$ cat src/rtl/vga_timing_pkg.sv
// 640x480@60 Hz VGA timing constants shared by the sync generator and the
// downstream pixel/colour generator.
package vga_timing_pkg;

  localparam int VGA_H_VISIBLE = 640;
  localparam int VGA_H_FRONT   = 16;
  localparam int VGA_H_SYNC    = 96;
  localparam int VGA_H_BACK    = 48;
  localparam int VGA_V_VISIBLE = 480;
  localparam int VGA_V_FRONT   = 10;
  localparam int VGA_V_SYNC    = 2;
  localparam int VGA_V_BACK    = 33;

  localparam int VGA_H_TOTAL = VGA_H_VISIBLE + VGA_H_FRONT + VGA_H_SYNC + VGA_H_BACK;
  localparam int VGA_V_TOTAL = VGA_V_VISIBLE + VGA_V_FRONT + VGA_V_SYNC + VGA_V_BACK;

  // Sync windows are half-open: [START, END)
  localparam int VGA_HS_START = VGA_H_VISIBLE + VGA_H_FRONT;
  localparam int VGA_HS_END   = VGA_HS_START + VGA_H_SYNC;
  localparam int VGA_VS_START = VGA_V_VISIBLE + VGA_V_FRONT;
  localparam int VGA_VS_END   = VGA_VS_START + VGA_V_SYNC;

  localparam logic VGA_SYNC_POL = 1'b0;
  localparam int   VGA_CW       = 10;

endpackage

$ cat src/rtl/vga_edge_tick.sv
// Rising-edge detector turning the divider's square wave into a one-cycle
// enable in the clk_i domain.
module vga_edge_tick (
  input  logic clk_i,
  input  logic rst_ni,
  input  logic div_i,
  output logic tick_o
);

  logic div_q;

  always_ff @(posedge clk_i or negedge rst_ni) begin
    if (!rst_ni) begin
      div_q <= 1'b0;
    end else begin
      div_q <= div_i;
    end
  end

  assign tick_o = div_i & ~div_q;

endmodule

$ cat src/rtl/vga_sync_gen.sv
// VGA horizontal/vertical timing generator advancing on divider rising edges;
// all outputs are registered and decoded from the post-advance counter values.
module vga_sync_gen
  import vga_timing_pkg::*;
#(
  parameter int   H_VISIBLE = VGA_H_VISIBLE,
  parameter int   H_FRONT   = VGA_H_FRONT,
  parameter int   H_SYNC    = VGA_H_SYNC,
  parameter int   H_BACK    = VGA_H_BACK,
  parameter int   V_VISIBLE = VGA_V_VISIBLE,
  parameter int   V_FRONT   = VGA_V_FRONT,
  parameter int   V_SYNC    = VGA_V_SYNC,
  parameter int   V_BACK    = VGA_V_BACK,
  parameter logic SYNC_POL  = VGA_SYNC_POL,
  parameter int   CW        = VGA_CW
) (
  input  logic          clk_in,
  input  logic          reset,
  input  logic          div_frec,
  output logic          hsync,
  output logic          vsync,
  output logic          video_on,
  output logic [CW-1:0] pixel_x,
  output logic [CW-1:0] pixel_y,
  output logic          pix_tick,
  output logic          frame_start
);

  localparam int H_TOTAL = H_VISIBLE + H_FRONT + H_SYNC + H_BACK;
  localparam int V_TOTAL = V_VISIBLE + V_FRONT + V_SYNC + V_BACK;

  localparam logic [CW-1:0] H_LAST   = CW'(H_TOTAL - 1);
  localparam logic [CW-1:0] V_LAST   = CW'(V_TOTAL - 1);
  localparam logic [CW-1:0] H_VIS    = CW'(H_VISIBLE);
  localparam logic [CW-1:0] V_VIS    = CW'(V_VISIBLE);
  localparam logic [CW-1:0] HS_START = CW'(H_VISIBLE + H_FRONT);
  localparam logic [CW-1:0] HS_END   = CW'(H_VISIBLE + H_FRONT + H_SYNC);
  localparam logic [CW-1:0] VS_START = CW'(V_VISIBLE + V_FRONT);
  localparam logic [CW-1:0] VS_END   = CW'(V_VISIBLE + V_FRONT + V_SYNC);

  logic          tick;
  logic          h_wrap;
  logic [CW-1:0] h_cnt_q, h_cnt_d;
  logic [CW-1:0] v_cnt_q, v_cnt_d;
  logic          hsync_q, hsync_d;
  logic          vsync_q, vsync_d;
  logic          video_on_q, video_on_d;
  logic          frame_start_q, frame_start_d;
  logic          pix_tick_q;

  vga_edge_tick u_edge_tick (
    .clk_i  (clk_in),
    .rst_ni (reset),
    .div_i  (div_frec),
    .tick_o (tick)
  );

  // Out-of-range counts (>= TOTAL) collapse to 0 instead of counting on.
  always_comb begin
    h_cnt_d       = h_cnt_q;
    v_cnt_d       = v_cnt_q;
    h_wrap        = 1'b0;
    frame_start_d = 1'b0;
    if (tick) begin
      h_wrap = (h_cnt_q >= H_LAST);
      if (h_wrap) begin
        h_cnt_d = '0;
      end else begin
        h_cnt_d = h_cnt_q + CW'(1);
      end
      if (v_cnt_q > V_LAST) begin
        v_cnt_d = '0;
      end else if (h_wrap) begin
        if (v_cnt_q == V_LAST) begin
          v_cnt_d       = '0;
          frame_start_d = 1'b1;
        end else begin
          v_cnt_d = v_cnt_q + CW'(1);
        end
      end
    end
  end

  always_comb begin
    hsync_d    = ((h_cnt_d >= HS_START) && (h_cnt_d < HS_END)) ? SYNC_POL : ~SYNC_POL;
    vsync_d    = ((v_cnt_d >= VS_START) && (v_cnt_d < VS_END)) ? SYNC_POL : ~SYNC_POL;
    video_on_d = (h_cnt_d < H_VIS) && (v_cnt_d < V_VIS);
  end

  // Decoded outputs load only on ticks so the reset values persist until the
  // first advance, then track the counters they were decoded from.
  always_ff @(posedge clk_in or negedge reset) begin
    if (!reset) begin
      h_cnt_q       <= '0;
      v_cnt_q       <= '0;
      hsync_q       <= ~SYNC_POL;
      vsync_q       <= ~SYNC_POL;
      video_on_q    <= 1'b0;
      pix_tick_q    <= 1'b0;
      frame_start_q <= 1'b0;
    end else begin
      pix_tick_q    <= tick;
      frame_start_q <= frame_start_d;
      if (tick) begin
        h_cnt_q    <= h_cnt_d;
        v_cnt_q    <= v_cnt_d;
        hsync_q    <= hsync_d;
        vsync_q    <= vsync_d;
        video_on_q <= video_on_d;
      end
    end
  end

  assign hsync       = hsync_q;
  assign vsync       = vsync_q;
  assign video_on    = video_on_q;
  assign pixel_x     = h_cnt_q;
  assign pixel_y     = v_cnt_q;
  assign pix_tick    = pix_tick_q;
  assign frame_start = frame_start_q;

endmodule

$ cat config.mk
export PLATFORM = sky130hd
export DESIGN_NAME = vga_sync_gen
export DESIGN_NICKNAME = d
export VERILOG_FILES = /design/src/rtl/vga_timing_pkg.sv /design/src/rtl/vga_edge_tick.sv /design/src/rtl/vga_sync_gen.sv
export SDC_FILE = /design/constraint.sdc
export NUM_CORES = 1
export LEC_CHECK = 0
export CELL_PAD_IN_SITES_DETAIL_PLACEMENT = 1
export CELL_PAD_IN_SITES_GLOBAL_PLACEMENT = 1
export CORE_ASPECT_RATIO = 0.9
export CORE_MARGIN = 2
export CORE_UTILIZATION = 35
export DETAILED_ROUTE_END_ITERATION = 10
export PLACE_DENSITY = 0.84
export SYNTH_ARGS = -nofsm -noshare
export SYNTH_HDL_FRONTEND = slang
export SYNTH_SLANG_ARGS = --single-unit
$ cat constraint.sdc
create_clock -name clk_in -period 2 [get_ports clk_in]
set_clock_uncertainty 0.1 [all_clocks]
set_input_delay 0.4 -clock clk_in [delete_from_list [all_inputs] [get_ports clk_in]]
set_output_delay 0.4 -clock clk_in [all_outputs]
set_load 0.05 [all_outputs]
## After elaboration in Yosys (flattened, before gate mapping)

Cells that the tools add are included.
Widths: inputs -> output; s select.

- Div/mod/pow operators: 0
- $lt $le $gt $ge: 8
- Shifts and indexed selects: 0
- Multiply operators: 0
- Reductions and logical operators: 3
- Add/sub/neg operators: 2
- Muxes and demuxes: 12
- Equality and inequality tests: 1
- Bitwise gates (word level): 2

Operator list:

| kind | count |
|---|---|
| $mux 10 | 6 |
| $add 10x1->10 const B | 2 |
| $ge 10x10->1 const B | 2 |
| $lt 10x10->1 const B | 2 |
| $lt 10x9->1 const B | 2 |
| $eq 10x10->1 const B | 1 |
| $ge 10x9->1 const B | 1 |
| $gt 10x10->1 const B | 1 |
| $mux 1 | 6 |
| $logic_and 1x1->1 | 3 |
| $and 1x1->1 | 1 |
| $not 1->1 | 1 |

- Memories kept: 0
- Bits in writable memories: 0
- Memory bits (read-only): 0
- Register bits: 26
- Input bits: 3
- Word-level logic and storage cells: 36
- Latch bits: 0
- Output and inout port bits: 25

## Depth between registers and ports, before layout

Gate-level depths: netlist of run 1.

- Word-level depth: 8
- Mapped depth: 8
- Depth with buffers taken out: 8

## Modules after synthesis

Synthesis of run 1 repeated with hierarchy kept, for this count alone.

- Cell total of the unflattened synthesis: 164
- Area, all modules: 1,521.5 um^2

Modules (own cells, without submodules):

| module | area an instance (um^2) | seq. area each (um^2) | cells each | instances |
|---|---|---|---|---|
| vga_sync_gen | 1,482.7 | 628.1 | 162 | 1 |
| vga_edge_tick | 38.8 | 25.0 | 2 | 1 |

## Least setup slack after synthesis of run 1

Ideal clock, no wire load.

- Path kind: register -> register
- From: register h_cnt_q[0], in the netlist pixel_x[0]
- To: register v_cnt_q[5], in the netlist pixel_y[5]
- Cell stages (with the launch flop): 9
- Path buffers: 1
- Setup time: 149 ps
- Period minus slack after synthesis: 2,319 ps
- Path slack: -319 ps
- Arrival time: 2,070 ps
- Required time: 1,751 ps
- Path through: dfrtp_1 ha_1 nand4_2 a211oi_2 o31a_1 buf_6 a31oi_1 o21ai_0 o21ai_0

- Longest elaborated chain between the ends: 4

RTL lines:

| item | RTL line | source |
|---|---|---|
| from (decl) | vga_sync_gen.sv:43 | `logic [CW-1:0] h_cnt_q, h_cnt_d;` |
| from (signal assigned) | vga_sync_gen.sv:105 | `h_cnt_q <= h_cnt_d;` |
| $ge 10x10->1 | vga_sync_gen.sv:65 | `h_wrap = (h_cnt_q >= H_LAST);` |
| $mux 10 | vga_sync_gen.sv:73 | `end else if (h_wrap) begin` |
| $mux 10 | vga_sync_gen.sv:71 | `if (v_cnt_q > V_LAST) begin` |
| $mux 10 | vga_sync_gen.sv:64 | `if (tick) begin` |
| to (signal assigned) | vga_sync_gen.sv:106 | `v_cnt_q <= v_cnt_d;` |
| to (decl) | vga_sync_gen.sv:44 | `logic [CW-1:0] v_cnt_q, v_cnt_d;` |

No other way between the ends.
A chain may end at the register's enable or synchronous reset.

## Final worst setup path of run 1

- From: input div_frec
- To: register video_on_q, in the netlist video_on

- Longest elaborated chain between the ends: 4
- Elaborated cells on any way between the ends: 6
- Those cells by class: order compare: 2; mux: 2; bitwise: 1; reduce/logical: 1

RTL lines:

| item | RTL line | source |
|---|---|---|
| from (decl) | vga_sync_gen.sv:19 | `input logic div_frec,` |
| $and 1x1->1 (*) | vga_edge_tick.sv:20 | `assign tick_o = div_i & ~div_q;` |
| $mux 10 | vga_sync_gen.sv:64 |  |
| $lt 10x10->1 / $lt 10x9->1 (equally long branches) | vga_sync_gen.sv:87 | `video_on_d = (h_cnt_d < H_VIS) && (v_cnt_d < V_VIS);` |
| $logic_and 1x1->1 | vga_sync_gen.sv:87 |  |
| to (signal assigned) | vga_sync_gen.sv:109 | `video_on_q <= video_on_d;` |
| to (decl) | vga_sync_gen.sv:47 | `logic video_on_q, video_on_d;` |

Mark *: on every way between the ends. The rest lies on a longest branch, timed or not.

==> reports/metrics.yaml, run 1 <==
drt_drc_violations_left: 0
maxSlewViolCount: 0
cts_tree: "yes"
ios: 28
worst-setup-path-type: "in2reg"
cp_data_required_time_ns: 2.09
r2r_slack_ns: 0
clock_latency_ns: 0.27
area_growth_syn_to_layout_pct: 39.3
hold_violations: 0
layout_commonest_cell: "buf_4"
io_buffers: 27
synth-seq-area-share: 0.407
rsz0062_at_grt: "true"
mostFrequentLayoutCells: "62 x buf_4, 20 x nand2_1, 16 x nor2_1, 13 x dfrtp_1, 11 x dfrtp_2"
grt_pass1_vias: 1587
min_period_ns: 2.01
antenna_left: 0
antenna_found_initial: 0
track_usage: 0.208
synth_nets: 186
wl_um: 5100
fmaxAchievable_mhz: 497
start_util: 0.363
r2r-start: "pixel_x[1]"
wl_per_cell_um: 16.9
n_antenna_cell: 0
synth-seq-cells: 26
path_max_fanout: 7
drive_gt1_frac: 0.393
synth_cell_type_count: 45
fin_crit_sh: 1.01
met2_usage: 0.341
top_usage_layer: "met2"
grt_pass1_wl_um: 7930
dr.first_iter.drc_count: 73
vias: 1635
grtUsageMet3: 0.0442
nFillCells: 551
grt_max_degree: 27
root_buffer: "clkbuf_8"
startpoint_type: "input pin"
die_w_um: 75.4
synthArstFlopShare: 1.00
vdd_drop_max_uv: 498
viasPerCell: 5.43
syn-cell-area_mm2: 0.00161
met1_usage: 0.276
cp.arrival_ns: 2.10
hold_buffers: 0
nNetsFinal: 246
die_area_mm2: 0.00515
grt-ovfl-total: 0
p_total_mw: 1.58
postSynthAreaPerCell_um2: 8.93
fp-row-count: 23
dp_hpwl_um: 3950
drtPass1Iterations: 4
relSlewSlack: 0.667
violations: "setup timing"
die-height_um: 68.3
worst_slew_pin_slew_ns: 0.499
worst_slack_ns: -0.0117
finalSetupViolations: 2
synth_ff_type: "dfrtp_1"
power.density_mw_per_mm2: 708
pre_cts_ws_ns: -0.373
cts_sinks: 26
gp_congestion: 0.849
ys_warn_count: 0
htreeDepth: 1
cap_viol_max_count: 0
cts.clk_slew.worst_paths_ns: 0.09
status: "finished, violations left"
core_mm2: 0.00443
ctsLongestPathBuffers: 2
cts_made_buffers: 3
total_leakage_power_nw: 0.948
synth-edff-count: 0
hold_class: "in2async"
syn_inst: 180
startpoint: "div_frec"
end_kind: "flip-flop"
==> sequential cells by signal (all words and copies together) (netlist names) <==
register,cells
frame_start,1
hsync,1
pixel_y,10
video_on,1
pixel_x,10
pix_tick,1
vsync,1
u_edge_tick.div_q,1
==> timing repair <==
item	CTS	global route
gates resized for setup	4	4
pin swaps	1	5
endpoints found under the setup margin	5	11
setup buffers	0	1
==> path summary, 6_finish.rpt <==
| path | to | depth (start not counted) |
|---|---|---|
| max in group asynchronous | vsync | 2 |
| setup reg to reg | vsync | 7 |
| setup / recovery | video_on | 7 |
| hold reg to reg | vsync | 2 |
| min in group clk_in | vsync | 2 |
| hold / removal | pixel_x[7] | 2 |
==> per-stage QoR <==
| step | area [um2] | TNS [ns] | hold slack [ns] | instances | util |
|---|---|---|---|---|---|
| 6_report | 2240 | -0.0123 | 0.402 | 301 | 0.505 |
| 3_5_place_dp | 2140 | -1.64 | 0.409 | 296 | 0.484 |
| 2_1_floorplan | 1660 | -0.583 | 0.00441 | 180 | - |
| 3_3_place_gp | 2140 | -0.994 | 0.394 | 296 | 0.484 |
| 4_1_cts | 2210 | 0 | 0.406 | 300 | 0.498 |
| 5_1_grt | 2240 | -0.850 | 0.422 | 301 | 0.505 |
==> report_power, final <==
| part | switching, mW | total [mW] | internal [mW] |
|---|---|---|---|
| Sequential | 0.103 | 0.696 | 0.593 |
| Clock | 0.167 | 0.310 | 0.143 |
| Combinational | 0.383 | 0.579 | 0.196 |
==> cell type report <==
cell class	instances	area [um2]	share of cell area
multi-input combinational	137	921	0.411
sequential	26	667	0.298
timing repair buffer	66	505	0.226
tap	62	77.6	0.0347
clock buffer	4	45.0	0.0201
inverter	6	22.5	0.0101
==> per-layer routing <==
layer,vias to the layer above,part of all wire,routed length [um]
met1,797,0.46,2340
met2,40,0.48,2450
met3,9,0.046,232
li1,789,-,-
met5,-,0,0
met4,0,0.015,78
==> cell families after synthesis <==
family | after synthesis | synth area share
compound gates | 56 | 0.223
xor+xnor | 5 | 0.0273
fa+ha+maj | 3 | 0.0234
buf+inv | 17 | 0.0693
flops | 26 | 0.407
simple gates | 73 | 0.251
==> critical path, stage by stage <==
cell and delay, ns:
clkdlybuf4s50_1 0.54, nand2b_4 0.11, or3_4 0.41, nor2_1 0.15, xnor2_1 0.16, a21oi_1 0.09
o31ai_1 0.24
==> cell usage after synthesis, drive strengths merged (4+ instances only) <==
cell type   n  share of area
nor3        4          0.019
nand3       5          0.016
nand2      20          0.047
inv         6          0.014
a21oi      11          0.034
a31oi       6          0.023
and2        4          0.016
nor2       17          0.041
dfrtp      24           0.37
o21ai      17          0.053
o31ai       5          0.023
nand4       8          0.035
buf        10          0.053
(Power assumes the default switching activity.)
==> run 2, diff against run 1 <==
- ABC_AREA: not set -> 1
- CORE_UTILIZATION: 35 -> 34
- PLACE_DENSITY: 0.84 -> 0.85
==> reports/metrics.yaml, run 2 <==
path_max_fanout: 3  # -4
htreeDepth: 1  # unchanged
total_leakage_power_nw: 1.27  # +34%
crit_slowest_cell: "dfrtp_2"
synthArstFlopShare: 1.00  # unchanged
grt_pass1_wl_um: 8840  # +11%
antenna_left: 0  # unchanged
cts.clk_slew.worst_paths_ns: 0.11  # +0.02 ns
synth_ff_type: "dfrtp_1"
status: "completed"
clock_latency_ns: 0.30  # +0.03 ns
nNetsFinal: 321  # +30%
ctsLongestPathBuffers: 2  # unchanged
wl_um: 6450  # +26%
cts_made_buffers: 3  # unchanged
ys_warn_count: 0  # unchanged
startpoint_type: "flip-flop"
drtPass1Iterations: 4  # unchanged
end_kind: "flip-flop"
antenna_found_initial: 0  # unchanged
grt_pass1_vias: 1857  # +17%
r2r-start: "pixel_x[0]"
syn_inst: 248  # +38%
synth.largest_area_cell: "dfrtp_1"
ios: 28  # unchanged
mostFrequentLayoutCells: "68 x nand2_1, 58 x buf_4, 27 x inv_1, 24 x nor2_1, 17 x dfrtp_1"
cap_viol_max_count: 0  # unchanged
min_period_ns: 1.99  # -0.0213 ns
gp_congestion: 0.861  # +1.4%
die-height_um: 71.4  # +4.6%
start_util: 0.353  # -0.00988
nFillCells: 637  # +16%
synth-edff-count: 0  # unchanged
viasPerCell: 4.96  # -8.7%
dp_hpwl_um: 4010  # +1.5%
die_area_mm2: 0.00563  # +9.3%
final_util: 0.519  # +0.0140
root_buffer: "clkbuf_8"
hp-start: "div_frec"
fp-row-count: 24  # +4.3%
cp_cell_sequence: "ha_4 -> nand2_4 -> inv_2 -> nand2_2 -> nor2_2 -> a21oi_1 -> and2_1 -> nand2_1 -> nand3_1 -> nand2_1 -> inv_1 -> nor2_1 -> nor2_1"
grt_max_degree: 27  # unchanged
synth_cell_type_count: 33  # -27%
grt-ovfl-total: 0  # unchanged
cts_sinks: 26  # unchanged
area_growth_syn_to_layout_pct: 47.2
maxSlewViolCount: 0  # unchanged
hold_violations: 0  # unchanged
rsz0062_at_grt: "true"
io_buffers: 27  # unchanged
synth-seq-cells: 26  # unchanged
die_w_um: 78.9  # +4.6%
vias: 1880  # +15%
worst_slew_pin_slew_ns: 0.501  # +0.00208 ns
wl_per_cell_um: 17.0  # +0.45%
hold_class: "in2reg"
startpoint: "pixel_x[0]"
vdd_drop_max_uv: 568  # +14%
core_mm2: 0.00486  # +9.8%
postSynthAreaPerCell_um2: 6.92  # -23%
n_antenna_cell: 0  # unchanged
synth_top_area_frac: 0.350  # -0.0237
fin_crit_sh: 0.995  # -0.0106
fmaxAchievable_mhz: 502  # +1.1%
slowest_delay_ns: 0.44  # -0.10 ns
multiInputGateArea_mm2: 0.00104  # +13%
layout_commonest_cell: "nand2_1"
synth-seq-area-share: 0.381  # -0.0258
syn-cell-area_mm2: 0.00172  # +6.8%
synth_nets: 254  # +37%
regArea_um2: 662  # -0.75%
drt_drc_violations_left: 0  # unchanged
power.density_mw_per_mm2: 791  # +12%
dr.first_iter.drc_count: 52  # -29%
worst-setup-path-type: "reg2reg"
drive_gt1_frac: 0.411  # +0.0175
cp_data_required_time_ns: 2.13  # +0.04 ns
relSlewSlack: 0.665  # -0.00139
cp.arrival_ns: 2.12  # +0.02 ns
synthTopCellsByArea: "dfrtp_1 35%, nand2_1 17%, inv_1 6.6%"
synth_common_cells: "76 x nand2_1, 30 x inv_1, 29 x nor2_1, 24 x dfrtp_1, 20 x nand3_1"
cts_tree: "yes"
track_usage: 0.199  # -0.00931
finalSetupViolations: 0  # -2
tns_ns: 0  # +0.0123 ns
yosysMostFrequentCell: "nand2_1"
==> run 2: cell types whose count changed in the layout (fill, tap and decap cells not counted), sizes merged, moves of 3 or more <==
cell / before / now
nand2: 20 / 86
inv: 6 / 36
nand4: 8 / 3
nand3b: 3 / 0
a31oi: 6 / 0
and2: 4 / 1
nor2: 17 / 35
o21ai: 17 / 10
nand3: 5 / 22
o31ai: 5 / 1
==> run 2: timing repair <==
item | in CTS | in global routing
setup endpoints to repair | 1 | 4
buffers inserted | 0 | 12
resized for setup | 1 | 48
hold buffers | 0 | 0
pin swaps | 0 | 15
gates cloned | 0 | 1
==> run 2: where the power goes <==
group	switching, mW	internal [mW]	leakage, nW
clock network	0.202	0.269	0.0357
registers	0.0834	0.598	0.305
logic	0.556	0.288	0.931
==> run 2: critical path: cells and delay by family, from the launching register on <==
family                     cells  cell delay [ns]
adders and majority gates      1             0.17
and+or+nand+nor                9             0.87
AOI/OAI and AO/OA              1             0.22
buffers and inverters          2             0.13
DFF                            1             0.44
==> run 2: stage by stage <==
stage          worst slack, ns  power, mW  hold slack, ns  instance area (um2)  cells
6_report               0.00959       2.00           0.218                 2520    379
5_1_grt                 -0.112       2.08           0.221                 2520    379
4_1_cts               0.000451       1.88           0.402                 2260    366
3_5_place_dp            -0.285       1.42           0.382                 2190    362
3_3_place_gp            -0.148       1.40           0.394                 2190    362
2_1_floorplan           0.0306       1.16         0.00441                 1720    248
==> run 2: path summary, 6_finish.rpt <==
path / to / slack (ns) / cells past startpoint
worst max-delay path: hsync / 0.01 / 13
worst min-delay path: u_edge_tick.div_q / 0.22 / 1
worst max register to register: hsync / 0.01 / 13
worst min register to register: video_on / 0.40 / 2
max in group asynchronous: hsync / 1.11 / 2
min in group asynchronous: pixel_y[1] / 0.37 / 2
==> run 2: layout make-up <==
type / count / area share
Multi-Input combinational cell: 181 / 0.413
Sequential cell: 26 / 0.262
Timing Repair Buffer: 66 / 0.208
Inverter: 37 / 0.0560
Tap cell: 65 / 0.0322
Clock buffer: 3 / 0.0164
Clock inverter: 1 / 0.0119
==> run 2: layer usage <==
metal / share of wire / vias to the layer above / GRT usage / wire (um)
li1: - / 906 / - / -
met1: 0.47 / 934 / 0.280 / 3020
met2: 0.49 / 29 / 0.333 / 3130
met3: 0.022 / 11 / 0.0202 / 143
met4: 0.023 / 0 / 0.0460 / 150
met5: 0 / - / 0 / 0
==> run 2: cells by family (layout without fill, tap and decap cells) <==
group / after synthesis / in the layout / synth area share
AND/OR/NAND/NOR: 151 / 151 / 0.401
buffers and inverters: 41 / 107 / 0.0992
flip-flops: 26 / 26 / 0.381
AO/OA/AOI/OAI: 25 / 25 / 0.0868
adder cells (fa/ha/maj): 3 / 3 / 0.0219
XOR/XNOR: 2 / 2 / 0.0102
==> run 3, diff against run 2 <==
- GPL_TIMING_DRIVEN: not set -> 0
==> reports/metrics.yaml, run 3 (synthesized netlist as in run 2, its figures left out) <==
status: "finished, violations left"
violations: "setup timing"
grt_pass1_vias: 1716  # -7.6%
cts.clk_slew.worst_paths_ns: 0.09  # -0.02 ns
die_w_um: 78.9  # unchanged
fmaxAchievable_mhz: 499  # -0.64%
slowest_delay_ns: 0.44  # about the same
drt_drc_violations_left: 0  # unchanged
htreeDepth: 1  # unchanged
core_mm2: 0.00486  # unchanged
grt_max_degree: 27  # unchanged
cts_sinks: 26  # unchanged
hold_class: "in2reg"
cap_viol_max_count: 0  # unchanged
drtPass1Iterations: 4  # unchanged
path_max_fanout: 4  # +1
track_usage: 0.184  # -0.0147
min_period_ns: 2.00  # +0.0129 ns
rsz0062_at_grt: "true"
worst_slew_pin_slew_ns: 1.19  # +0.688 ns
cts_made_buffers: 3  # unchanged
io_buffers: 27  # unchanged
finalSetupViolations: 1  # +1
tns_ns: -0.00332  # -0.00332 ns
crit_slowest_cell: "dfrtp_2"
nFillCells: 633  # -0.63%
ctsLongestPathBuffers: 2  # unchanged
fp-row-count: 24  # unchanged
cts_tree: "yes"
path_buf_inv: 1  # -1
viasPerCell: 5.08  # +2.3%
mostFrequentLayoutCells: "73 x nand2_1, 27 x inv_1, 25 x nor2_1, 20 x dlygate4sd2_1, 19 x dfrtp_1"
power.density_mw_per_mm2: 748  # -5.4%
end_kind: "flip-flop"
cp_data_required_time_ns: 2.11  # -0.02 ns
total_leakage_power_nw: 1.18  # -7.6%
grt-ovfl-total: 0  # unchanged
vias: 1822  # -3.1%
dp_hpwl_um: 3690  # -7.9%
antenna_left: 0  # unchanged
start_util: 0.353  # unchanged
layout_commonest_cell: "nand2_1"
worst-setup-path-type: "reg2reg"
hold_violations: 0  # unchanged
die_area_mm2: 0.00563  # unchanged
area_growth_syn_to_layout_pct: 36.2
die-height_um: 71.4  # unchanged
wl_per_cell_um: 15.4  # -9.3%
clock_latency_ns: 0.27  # -0.03 ns
crit_family: "simple AND/OR/NAND/NOR gates"
cp_cell_sequence: "ha_1 -> nand2_1 -> nor2_4 -> nand2_1 -> nand2_1 -> nand2_1 -> nand2_1 -> nand2_1 -> inv_1 -> nand2_2 -> nand2_2 -> nand3_4 -> nor2_2 -> a21oi_1"
ios: 28  # unchanged
grt_pass1_wl_um: 8150  # -7.8%
antenna_found_initial: 0  # unchanged
p_total_mw: 1.75  # -13%
cp.arrival_ns: 2.11  # about the same
vdd_drop_max_uv: 507  # -11%
drive_gt1_frac: 0.245  # -0.166
startpoint_type: "flip-flop"
dr.first_iter.drc_count: 87  # +67%
fin_crit_sh: 1.00  # +0.00645
root_buffer: "clkbuf_8"
relSlewSlack: 0.205  # -0.460
nNetsFinal: 301  # -6.2%
crit_top_cell: "nand2_1"
worst_slack_ns: -0.00332  # -0.0129 ns
n_antenna_cell: 0  # unchanged
wl_um: 5540  # -14%
gp_congestion: 0.832  # -3.3%
maxSlewViolCount: 0  # unchanged
==> run 3: report_power, final <==
part	switching, mW	internal [mW]	total [mW]
Clock	0.175	0.176	0.351
Sequential	0.0887	0.598	0.686
Combinational	0.503	0.207	0.710
==> run 3: metrics by stage <==
| stage | util | hold slack [ns] | cells | setup WS [ns] | cell area, um2 |
|---|---|---|---|---|---|
| finish | 0.480 | 0.216 | 359 | -0.00332 | 2340 |
| CTS | 0.438 | 0.395 | 346 | 0.00421 | 2130 |
| global placement | 0.426 | 0.367 | 340 | -0.436 | 2070 |
| floorplan | - | 0.00441 | 248 | 0.0306 | 1720 |
| detailed placement | 0.426 | 0.371 | 340 | -0.410 | 2070 |
| global route | 0.480 | 0.217 | 359 | -0.161 | 2340 |
==> run 3: layer usage <==
metal  global-route usage  up-vias  wire (um)
met4               0.0594        0        155
li1                     -      865          -
met2                0.304       48       2720
met1                0.255      895       2450
met5                    0        -          0
met3               0.0214       14        210
==> run 3: what timing repair did <==
item / 4_1_cts / 5_1_grt
pin swaps: 1 / 8
buffers inserted: 2 / 12
endpoints found under the setup margin: 23 / 5
hold buffers: 0 / 0
resized for setup: 26 / 29
cloned: 0 / 1
==> run 3: cell type report <==
cell class / count / area, um2 / area share
inverter: 37 / 146 / 0.0627
multi-input combinational: 181 / 995 / 0.426
tap: 65 / 81.3 / 0.0348
timing repair buffer: 42 / 365 / 0.156
buffer: 4 / 33.8 / 0.0145
clock buffer: 4 / 55.1 / 0.0236
sequential: 26 / 659 / 0.282
==> run 3: path summary, 6_finish.rpt <==
kind	start	slack [ns]	depth (start not counted)	end
worst max-delay path	pixel_y[0]	-0.003	14	vsync
worst min-delay path	div_frec	0.22	1	u_edge_tick.div_q
worst max register to register	pixel_y[0]	-0.003	14	vsync
worst min register to register	video_on	0.39	2	video_on
max in group asynchronous	reset	0.36	1	pixel_y[0]
min in group asynchronous	reset	0.65	1	pixel_y[1]
==> run 3: worst register-to-register path: stages, from the launching register on <==
cell and delay [ns]:
dfrtp_2 0.44, ha_1 0.19, nand2_1 0.15, nor2_4 0.19, nand2_1 0.10, nand2_1 0.09, nand2_1 0.06, nand2_1 0.05
nand2_1 0.04, inv_1 0.07, nand2_2 0.06, nand2_2 0.09, nand3_4 0.07, nor2_2 0.15, a21oi_1 0.09
